[config.mk]
export PLATFORM = sky130hd
export DESIGN_NAME = beat_tempo_tracker
export DESIGN_NICKNAME = d
export VERILOG_FILES = /design/src/rtl/beat_tempo_tracker.sv
export SDC_FILE = /design/constraint.sdc
export NUM_CORES = 1
export LEC_CHECK = 0
export ABC_AREA = 1
export CORE_MARGIN = 2
export CORE_UTILIZATION = 45
export DETAILED_ROUTE_END_ITERATION = 12
export PLACE_DENSITY = 0.68
export SYNTH_ARGS = -nofsm -noshare
export SYNTH_HDL_FRONTEND = slang
export SYNTH_SLANG_ARGS = --single-unit
export TNS_END_PERCENT = 100
[constraint.sdc]
create_clock -name clk -period 3.5 [get_ports clk]
set_input_delay 0.7 -clock clk [delete_from_list [all_inputs] [get_ports clk]]
set_output_delay 0.7 -clock clk [all_outputs]
set_load 0.01 [all_outputs]
[src/rtl/beat_tempo_tracker.sv]
// Beat tempo tracker: measures inter-beat intervals in frames, averages the last
// HIST of them and converts the interval sum to BPM with a serial restoring divider.
module beat_tempo_tracker #(
    parameter int unsigned FLUX_W         = 70,
    parameter int unsigned INT_W          = 8,
    parameter int unsigned HIST           = 8,
    parameter int unsigned MIN_INTERVAL   = 4,
    parameter int unsigned MAX_INTERVAL   = 200,
    parameter int unsigned FRAMES_PER_MIN = 2812,
    parameter int unsigned QW             = 16,
    parameter int unsigned BPM_W          = 9
) (
    input  logic              clk,
    input  logic              reset,
    input  logic              flux_valid,
    input  logic              beat_valid,
    input  logic [FLUX_W-1:0] flux_value,
    output logic [BPM_W-1:0]  bpm,
    output logic              bpm_valid,
    output logic              locked,
    output logic              beat_pulse,
    output logic [FLUX_W-1:0] beat_strength,
    output logic [INT_W-1:0]  interval_last,
    output logic              timeout
);

    localparam int unsigned HIST_W  = $clog2(HIST);
    localparam int unsigned PTR_W   = (HIST_W > 0) ? HIST_W : 1;
    localparam int unsigned SUM_W   = INT_W + HIST_W;
    localparam int unsigned FILL_W  = HIST_W + 1;
    localparam int unsigned CNT_W   = ($clog2(QW) > 0) ? $clog2(QW) : 1;
    localparam int unsigned NUM     = FRAMES_PER_MIN * HIST;
    localparam int unsigned BPM_MAX = (1 << BPM_W) - 1;

    typedef enum logic {
        IDLE,
        TRACK
    } trk_state_t;

    typedef enum logic [1:0] {
        DIV_IDLE,
        DIV_RUN,
        DIV_DONE
    } div_state_t;

    trk_state_t         state;
    div_state_t         div_state;
    logic               flux_valid_d;
    logic [INT_W-1:0]   frame_cnt;
    logic [INT_W-1:0]   hist [HIST];
    logic [PTR_W-1:0]   wr_ptr;
    logic [FILL_W-1:0]  fill;
    logic [SUM_W-1:0]   sum;

    logic [SUM_W-1:0]   den;
    logic [SUM_W-1:0]   rem;
    logic [QW-1:0]      quo;
    logic [CNT_W-1:0]   div_cnt;
    logic               div_pend;

    logic               frame_tick_c;
    logic [INT_W-1:0]   iv_c;
    logic               start_c;
    logic               accept_c;
    logic               drop_c;
    logic [SUM_W-1:0]   sum_new_c;
    logic [FILL_W-1:0]  fill_new_c;
    logic [PTR_W-1:0]   ptr_new_c;
    logic               div_req_c;
    logic [SUM_W:0]     trial_c;
    logic               ge_c;
    logic [SUM_W-1:0]   rem_next_c;

    // Frame qualification and the interval/history update values
    always_comb begin
        frame_tick_c = flux_valid & ~flux_valid_d;
        iv_c         = frame_cnt + INT_W'(1);
        start_c      = frame_tick_c & beat_valid & (state == IDLE);
        accept_c     = frame_tick_c & beat_valid & (state == TRACK)
                     & (iv_c >= INT_W'(MIN_INTERVAL));
        drop_c       = frame_tick_c & ~beat_valid & (state == TRACK)
                     & (iv_c == INT_W'(MAX_INTERVAL));
        sum_new_c    = sum - SUM_W'(hist[wr_ptr]) + SUM_W'(iv_c);
        fill_new_c   = (fill == FILL_W'(HIST)) ? fill : fill + FILL_W'(1);
        ptr_new_c    = (wr_ptr == PTR_W'(HIST - 1)) ? '0 : wr_ptr + PTR_W'(1);
        div_req_c    = accept_c & (fill_new_c == FILL_W'(HIST));
    end

    // One restoring step: shift the next dividend bit in, subtract if it fits
    always_comb begin
        trial_c    = {rem, quo[QW-1]};
        ge_c       = (trial_c >= {1'b0, den});
        rem_next_c = ge_c ? SUM_W'(trial_c - {1'b0, den}) : SUM_W'(trial_c);
    end

    // Beat tracker: refractory, interval history, timeout
    always_ff @(posedge clk or negedge reset) begin
        if (!reset) begin
            state         <= IDLE;
            flux_valid_d  <= 1'b0;
            frame_cnt     <= '0;
            for (int i = 0; i < HIST; i++) hist[i] <= '0;
            wr_ptr        <= '0;
            fill          <= '0;
            sum           <= '0;
            locked        <= 1'b0;
            beat_pulse    <= 1'b0;
            beat_strength <= '0;
            interval_last <= '0;
            timeout       <= 1'b0;
        end else begin
            flux_valid_d <= flux_valid;
            beat_pulse   <= 1'b0;
            timeout      <= 1'b0;
            case (state)
                IDLE: begin
                    if (start_c) begin
                        state         <= TRACK;
                        frame_cnt     <= '0;
                        beat_pulse    <= 1'b1;
                        beat_strength <= flux_value;
                    end
                end
                TRACK: begin
                    if (accept_c) begin
                        hist[wr_ptr]  <= iv_c;
                        sum           <= sum_new_c;
                        wr_ptr        <= ptr_new_c;
                        fill          <= fill_new_c;
                        locked        <= (fill_new_c == FILL_W'(HIST));
                        interval_last <= iv_c;
                        frame_cnt     <= '0;
                        beat_pulse    <= 1'b1;
                        beat_strength <= flux_value;
                    end else if (drop_c) begin
                        for (int i = 0; i < HIST; i++) hist[i] <= '0;
                        sum       <= '0;
                        fill      <= '0;
                        wr_ptr    <= '0;
                        frame_cnt <= '0;
                        locked    <= 1'b0;
                        timeout   <= 1'b1;
                        state     <= IDLE;
                    end else if (frame_tick_c) begin
                        frame_cnt <= iv_c;
                    end
                end
            endcase
        end
    end

    // Serial divider: bpm = (FRAMES_PER_MIN*HIST) / sum, one quotient bit per cycle.
    // A pending request is dropped on timeout since the history it refers to is gone.
    always_ff @(posedge clk or negedge reset) begin
        if (!reset) begin
            div_state <= DIV_IDLE;
            den       <= '0;
            rem       <= '0;
            quo       <= '0;
            div_cnt   <= '0;
            div_pend  <= 1'b0;
            bpm       <= '0;
            bpm_valid <= 1'b0;
        end else begin
            bpm_valid <= 1'b0;
            case (div_state)
                DIV_IDLE: begin
                    if (div_req_c) begin
                        den       <= sum_new_c;
                        rem       <= '0;
                        quo       <= QW'(NUM);
                        div_cnt   <= '0;
                        div_state <= DIV_RUN;
                    end
                end
                DIV_RUN: begin
                    if (div_req_c) div_pend <= 1'b1;
                    rem     <= rem_next_c;
                    quo     <= {quo[QW-2:0], ge_c};
                    div_cnt <= div_cnt + CNT_W'(1);
                    if (div_cnt == CNT_W'(QW - 1)) div_state <= DIV_DONE;
                end
                DIV_DONE: begin
                    bpm       <= (quo > QW'(BPM_MAX)) ? BPM_W'(BPM_MAX) : BPM_W'(quo);
                    bpm_valid <= 1'b1;
                    div_pend  <= 1'b0;
                    if (div_req_c || (div_pend && !drop_c)) begin
                        den       <= div_req_c ? sum_new_c : sum;
                        rem       <= '0;
                        quo       <= QW'(NUM);
                        div_cnt   <= '0;
                        div_state <= DIV_RUN;
                    end else begin
                        div_state <= DIV_IDLE;
                    end
                end
                default: div_state <= DIV_IDLE;
            endcase
            if (drop_c) div_pend <= 1'b0;
        end
    end

endmodule
Word-level counts from Yosys, hierarchy flattened
Index checks and enable logic that the tools add are counted.
{ "op_classes": {"order_cmp": 5, "n_bitwise": 13, "addsub": 7, "n_reduce_logical": 17, "eq_ne": 14, "mux": 58} }
{ "op_table": {"columns": ["operator", "n"], "rows": [
  ["70-bit 2-to-1 mux", 2],
  ["70-bit one-hot mux with 2 select lines", 1],
  ["64-bit 2-to-1 mux", 2],
  ["11-bit 2-to-1 mux", 8],
  ["64-bit bitwise mux", 1],
  ["8-bit 2-to-1 mux", 7],
  ["16-bit one-hot mux with 3 select lines", 1],
  ["11-bit one-hot mux with 3 select lines", 1],
  ["16-bit 2-to-1 mux", 2],
  ["8-bit binary-select mux with 3-bit select", 1],
  ["8-bit demux with 3-bit select", 1],
  ["11-bit one-hot mux with 2 select lines", 1],
  ["4-bit 2-to-1 mux", 5],
  ["16-bit by 9-bit greater-than comparator with 1-bit output, second input constant", 1],
  ["8-bit one-hot mux with 2 select lines", 1],
  ["1-bit 2-to-1 mux", 13],
  ["4-bit equality test, second input constant", 3],
  ["12-bit by 11-bit greater-or-equal comparator with 1-bit output", 1],
  ["4-bit one-hot mux with 3 select lines", 1],
  ["2-bit AND reduction", 6],
  ["11-bit by 8-bit adder with 11-bit output", 1],
  ["11-bit subtractor", 1],
  ["11-bit by 8-bit subtractor with 11-bit output", 1],
  ["1-bit bitwise AND", 9],
  ["28 further kinds", 43]
]} }
{ "word_totals": {"output_inout_bits": 91, "word_cells": 141, "inputBits": 74, "register_bits": 228} }

Logic depth before layout (Yosys ltp)
{ "depth": {"ltp_word": 10, "depth_mapped": 21, "ltp_nobuf": 21} }

Worst setup path before layout
Ideal clock, no wire load.
{ "synth_timing": {"kind": "register -> register", "startpoint": "register wr_ptr[0]", "endpoint": "register den[8]", "arrival_ps": 3009, "n_path_buf": 0, "required_ps": 3383, "slack_ps": 374, "synth_period_minus_slack_ps": 3126, "stages_incl_launch_ff": 16, "setup_time_ps": 117, "path_cell_list": "dfrtp_1 > inv_1 > nor2_1 > inv_1 > o22ai_1 > a211oi_1 > o2111ai_1 > fa_1 > fa_1 > o31ai_1 > nand2_1 > nand2_1 > xor2_1 > nand2_1 > nand3_1 > nand2_1"} }
{ "synth_via": {"elab_chain_len": 9, "elab_cells_between_ends": 10, "cone_classes": "add/sub: 2; mux: 7; bitwise: 1"} }
{ "synth_lines": {"columns": ["item", "line", "text"], "rows": [
  ["start: declaration", "51", "logic [PTR_W-1:0] wr_ptr;"],
  ["start signal: assignment", "128", "wr_ptr <= ptr_new_c;"],
  ["3-bit NOT with 4-bit output (not written as such) *", "83", "sum_new_c = sum - SUM_W'(hist[wr_ptr]) + SUM_W'(iv_c);"],
  ["8-bit binary-select mux with 3-bit select *", "83", null],
  ["8-bit 2-to-1 mux (not written as such) * (2 in series)", "83", null],
  ["11-bit by 8-bit subtractor with 11-bit output *", "83", null],
  ["11-bit by 8-bit adder with 11-bit output *", "83", null],
  ["11-bit 2-to-1 mux", "188", "den <= div_req_c ? sum_new_c : sum;"],
  ["11-bit 2-to-1 mux", "187", "if (div_req_c || (div_pend && !drop_c)) begin"],
  ["11-bit one-hot mux with 2 select lines *", "166", "case (div_state)"],
  ["end signal: assignment", "169", "den <= sum_new_c;"],
  ["end signal: assignment", "188", null],
  ["end: declaration", "55", "logic [SUM_W-1:0] den;"]
]} }
Mark *: on every way between the ends. The rest lies on a longest branch, timed or not. The select of a mux whose other input is x is not followed.
A chain may end at the register's enable or synchronous reset.

Worst setup path in the final report
{ "layout_timing": {"startpoint": "register wr_ptr[2]", "endpoint": "register den[10]"} }
Same word-level chain as after synthesis.

==> metrics.yaml <==
setup_path:
  cp.required_ps: 3910
  reg2reg_to: "den[10]"
  cp-start-kind: "flop"
  r2r_slack_ps: 250
  arrival_ps: 3660
  reg2reg_depth: 18
  r2r-start: "wr_ptr[2]"
  path_class: "flop to flop"
  cp_max_fo: 6
  end_kind: "flop"
layout:
  diodes: 0
  drive_above_1_share: 0.0781
  nets: 1578
  layout-area-overhead-vs-synth_pct: 26.6
sta:
  setup_viol: 0
  setup_tns_ps: 0
  fin_skew_ps: 18.3
  hold_viol_final: 0
  period_minus_slack_ps: 3250
  relSlewSlack: 0.356
  fmax_ghz: 0.308
  drv_slew: 0
  setup_slack_ps: 249
  fin_crit_sh: 0.929
  worstMarginPinSlew_ps: 965
route:
  drtPass1Iterations: 5
  dr_total_vias: 9453
  post_drt_wl_per_cell_um: 15.9
  drc: 0
  antenna_left: 0
  routed_wl_um: 28800
  drtIter0Drc: 593
  via_per_inst: 5.23
clocking:
  cts.sinks: 228
  clk_pin_slew_ps: 70
  hold_buffers: 0
  cts_tree: "yes"
  cts_buffer_depth: 3
  htreeDepth: 1
  clock_latency_ps: 540
  cts_buffers: 26
  cts_root_buf: "clkbuf_16"
power_and_ir_drop:
  leakage_nw: 6.89
  vdd_ir_drop_max_v: 0.000640
  power.density_nw_per_um2: 976
die:
  initial_utilization: 0.458
  dieArea_um2: 25900
  coreArea_um2: 24200
  ios: 165
  std_cell_rows: 57
  die_x_um: 161
  dieHeight_um: 161
placed_design:
  dp_hpwl_um: 20000
  portBuffers: 164
  dp_slack_ps: 62.1
  gp_congestion: 0.951
global_routing:
  grt_util_all_layers: 0.225
  grt-ovfl-total: 0
  grt_pass1_vias: 9349
  grt_pass1_wl_um: 47800
  antenna_found_initial: 0
  grt_max_degree: 107
yosys:
  synth.area.top_cells: "dfrtp_1 51%, nand2_1 13%, nand3_1 7.5%"
  synth_area_um2: 11100
  yosysMostFrequentCell: "nand2_1"
  yosys_warnings: 0
  yosysUniqueCellTypes: 42
  synthFlopType: "dfrtp_1"
  synth_nets: 1415
  async_reset_ff_frac: 1.00
  synthCells: 1303
  yosysSeqAreaShare: 0.514
  post-synth-top-area-cell: "dfrtp_1"
  synth_commonest_cells: "387 x nand2_1, 228 x dfrtp_1, 166 x nand3_1"
  avgSynthCellArea_um2: 8.52
  ys_seq_elements: 228
  yosysTopAreaCellShare: 0.514
  synth-edff-count: 0
outcome:
  outcome: "completed"
flow_run:
  cap_violations: 0
hold_path:
  hold_path_class: "input port to asynchronous set/reset pin"
## cell type report
cell class	count	area (um^2)
fill	2212	10200
sequential	228	5710
multi-input combinational	884	4670
timing repair buffer	190	1880
clock buffer	38	777
inverter	136	510
tap	324	405
clock inverter	9	87.6
## power breakdown
part	switching, mW	internal [mW]
combinational	4.15	2.84
sequential	0.526	3.48
clock	1.10	1.61
total	5.77	7.94
## layer usage
layer,wire [um],vias up,global-route usage
met1,12800,4503,0.316
li1,-,4593,-
met5,0,-,0
met3,2500,31,0.0616
met4,414,0,0.0463
met2,13000,326,0.353
## worst max-delay path, stage by stage (launching register included)
cell	delay, ps
dfrtp_2	460
nand2_1	110
nor2_1	60
buf_4	150
a221oi_1	360
o2111ai_1	200
inv_1	120
fa_1	410
ha_1	370
nand2_1	90
nand2_1	70
nand2_1	60
nand2_1	50
a21oi_1	120
nand3_1	100
xor2_1	170
nand2_1	70
nand3_1	90
nand2_1	50
## cell families after synthesis
group	after synthesis	synth area share
compound gates	186	0.0998
xor+xnor	21	0.0166
buf+inv	191	0.0733
fa+ha+maj	38	0.0489
flops	228	0.514
simple gates	639	0.247
## metrics by stage
| stage | cells | power (mW) | utilization | cell area, um^2 | hold slack [ps] |
|---|---|---|---|---|---|
| after detailed placement | 1758 | 10.7 | 0.539 | 13100 | 459 |
| after CTS | 1805 | 13.5 | 0.574 | 13900 | 258 |
| after floorplan | 1303 | 8.73 | - | 11100 | 404 |
| final | 1809 | 13.7 | 0.579 | 14000 | 217 |
| after global routing | 1809 | 14.9 | 0.579 | 14000 | 285 |
| after global placement | 1758 | 10.6 | 0.539 | 13100 | 454 |
## flip-flops by register name, summed over array words and instances (netlist names), 2 cells and up
| name | count |
|---|---|
| beat_strength | 70 |
| hist | 64 |
| quo | 16 |
| den | 11 |
| rem | 11 |
| sum | 11 |
| bpm | 9 |
| frame_cnt | 8 |
| interval_last | 8 |
| div_cnt | 4 |
| fill | 4 |
| wr_ptr | 3 |
| div_state | 2 |
## worst max path at each step
stage | from | endpoint | slack (ps) | cells past startpoint
6_report | wr_ptr[2] | den[10] | 250 | 18
5_1_grt | wr_ptr[2] | den[9] | -40 | 18
4_1_cts | wr_ptr[0] | den[8] | 40 | 18
3_5_place_dp | wr_ptr[0] | den[8] | 60 | 18
3_3_place_gp | wr_ptr[0] | den[8] | 120 | 18
2_1_floorplan | wr_ptr[0] | den[8] | 370 | 15
## repair_timing
action,4_1_cts,5_1_grt
gates resized for setup,0,24
buffers inserted,0,4
setup endpoints to repair,0,13
## cells in the final DEF, fill, tap and decap left out, types with 6 or more instances in the layout
cell,n
clkinvlp_4,7
a21oi_1,34
inv_1,133
fa_1,8
o22ai_1,52
clkbuf_16,27
nor2_1,50
a31oi_1,6
buf_4,23
clkbuf_8,6
ha_1,28
xor2_1,14
nand2_1,386
nand2_2,7
nand3_1,163
dfrtp_1,226
clkdlybuf4s50_1,163
o211ai_1,6
o21ai_0,58
xnor2_1,6
No activity file was read; power rests on OpenSTA's default activity.
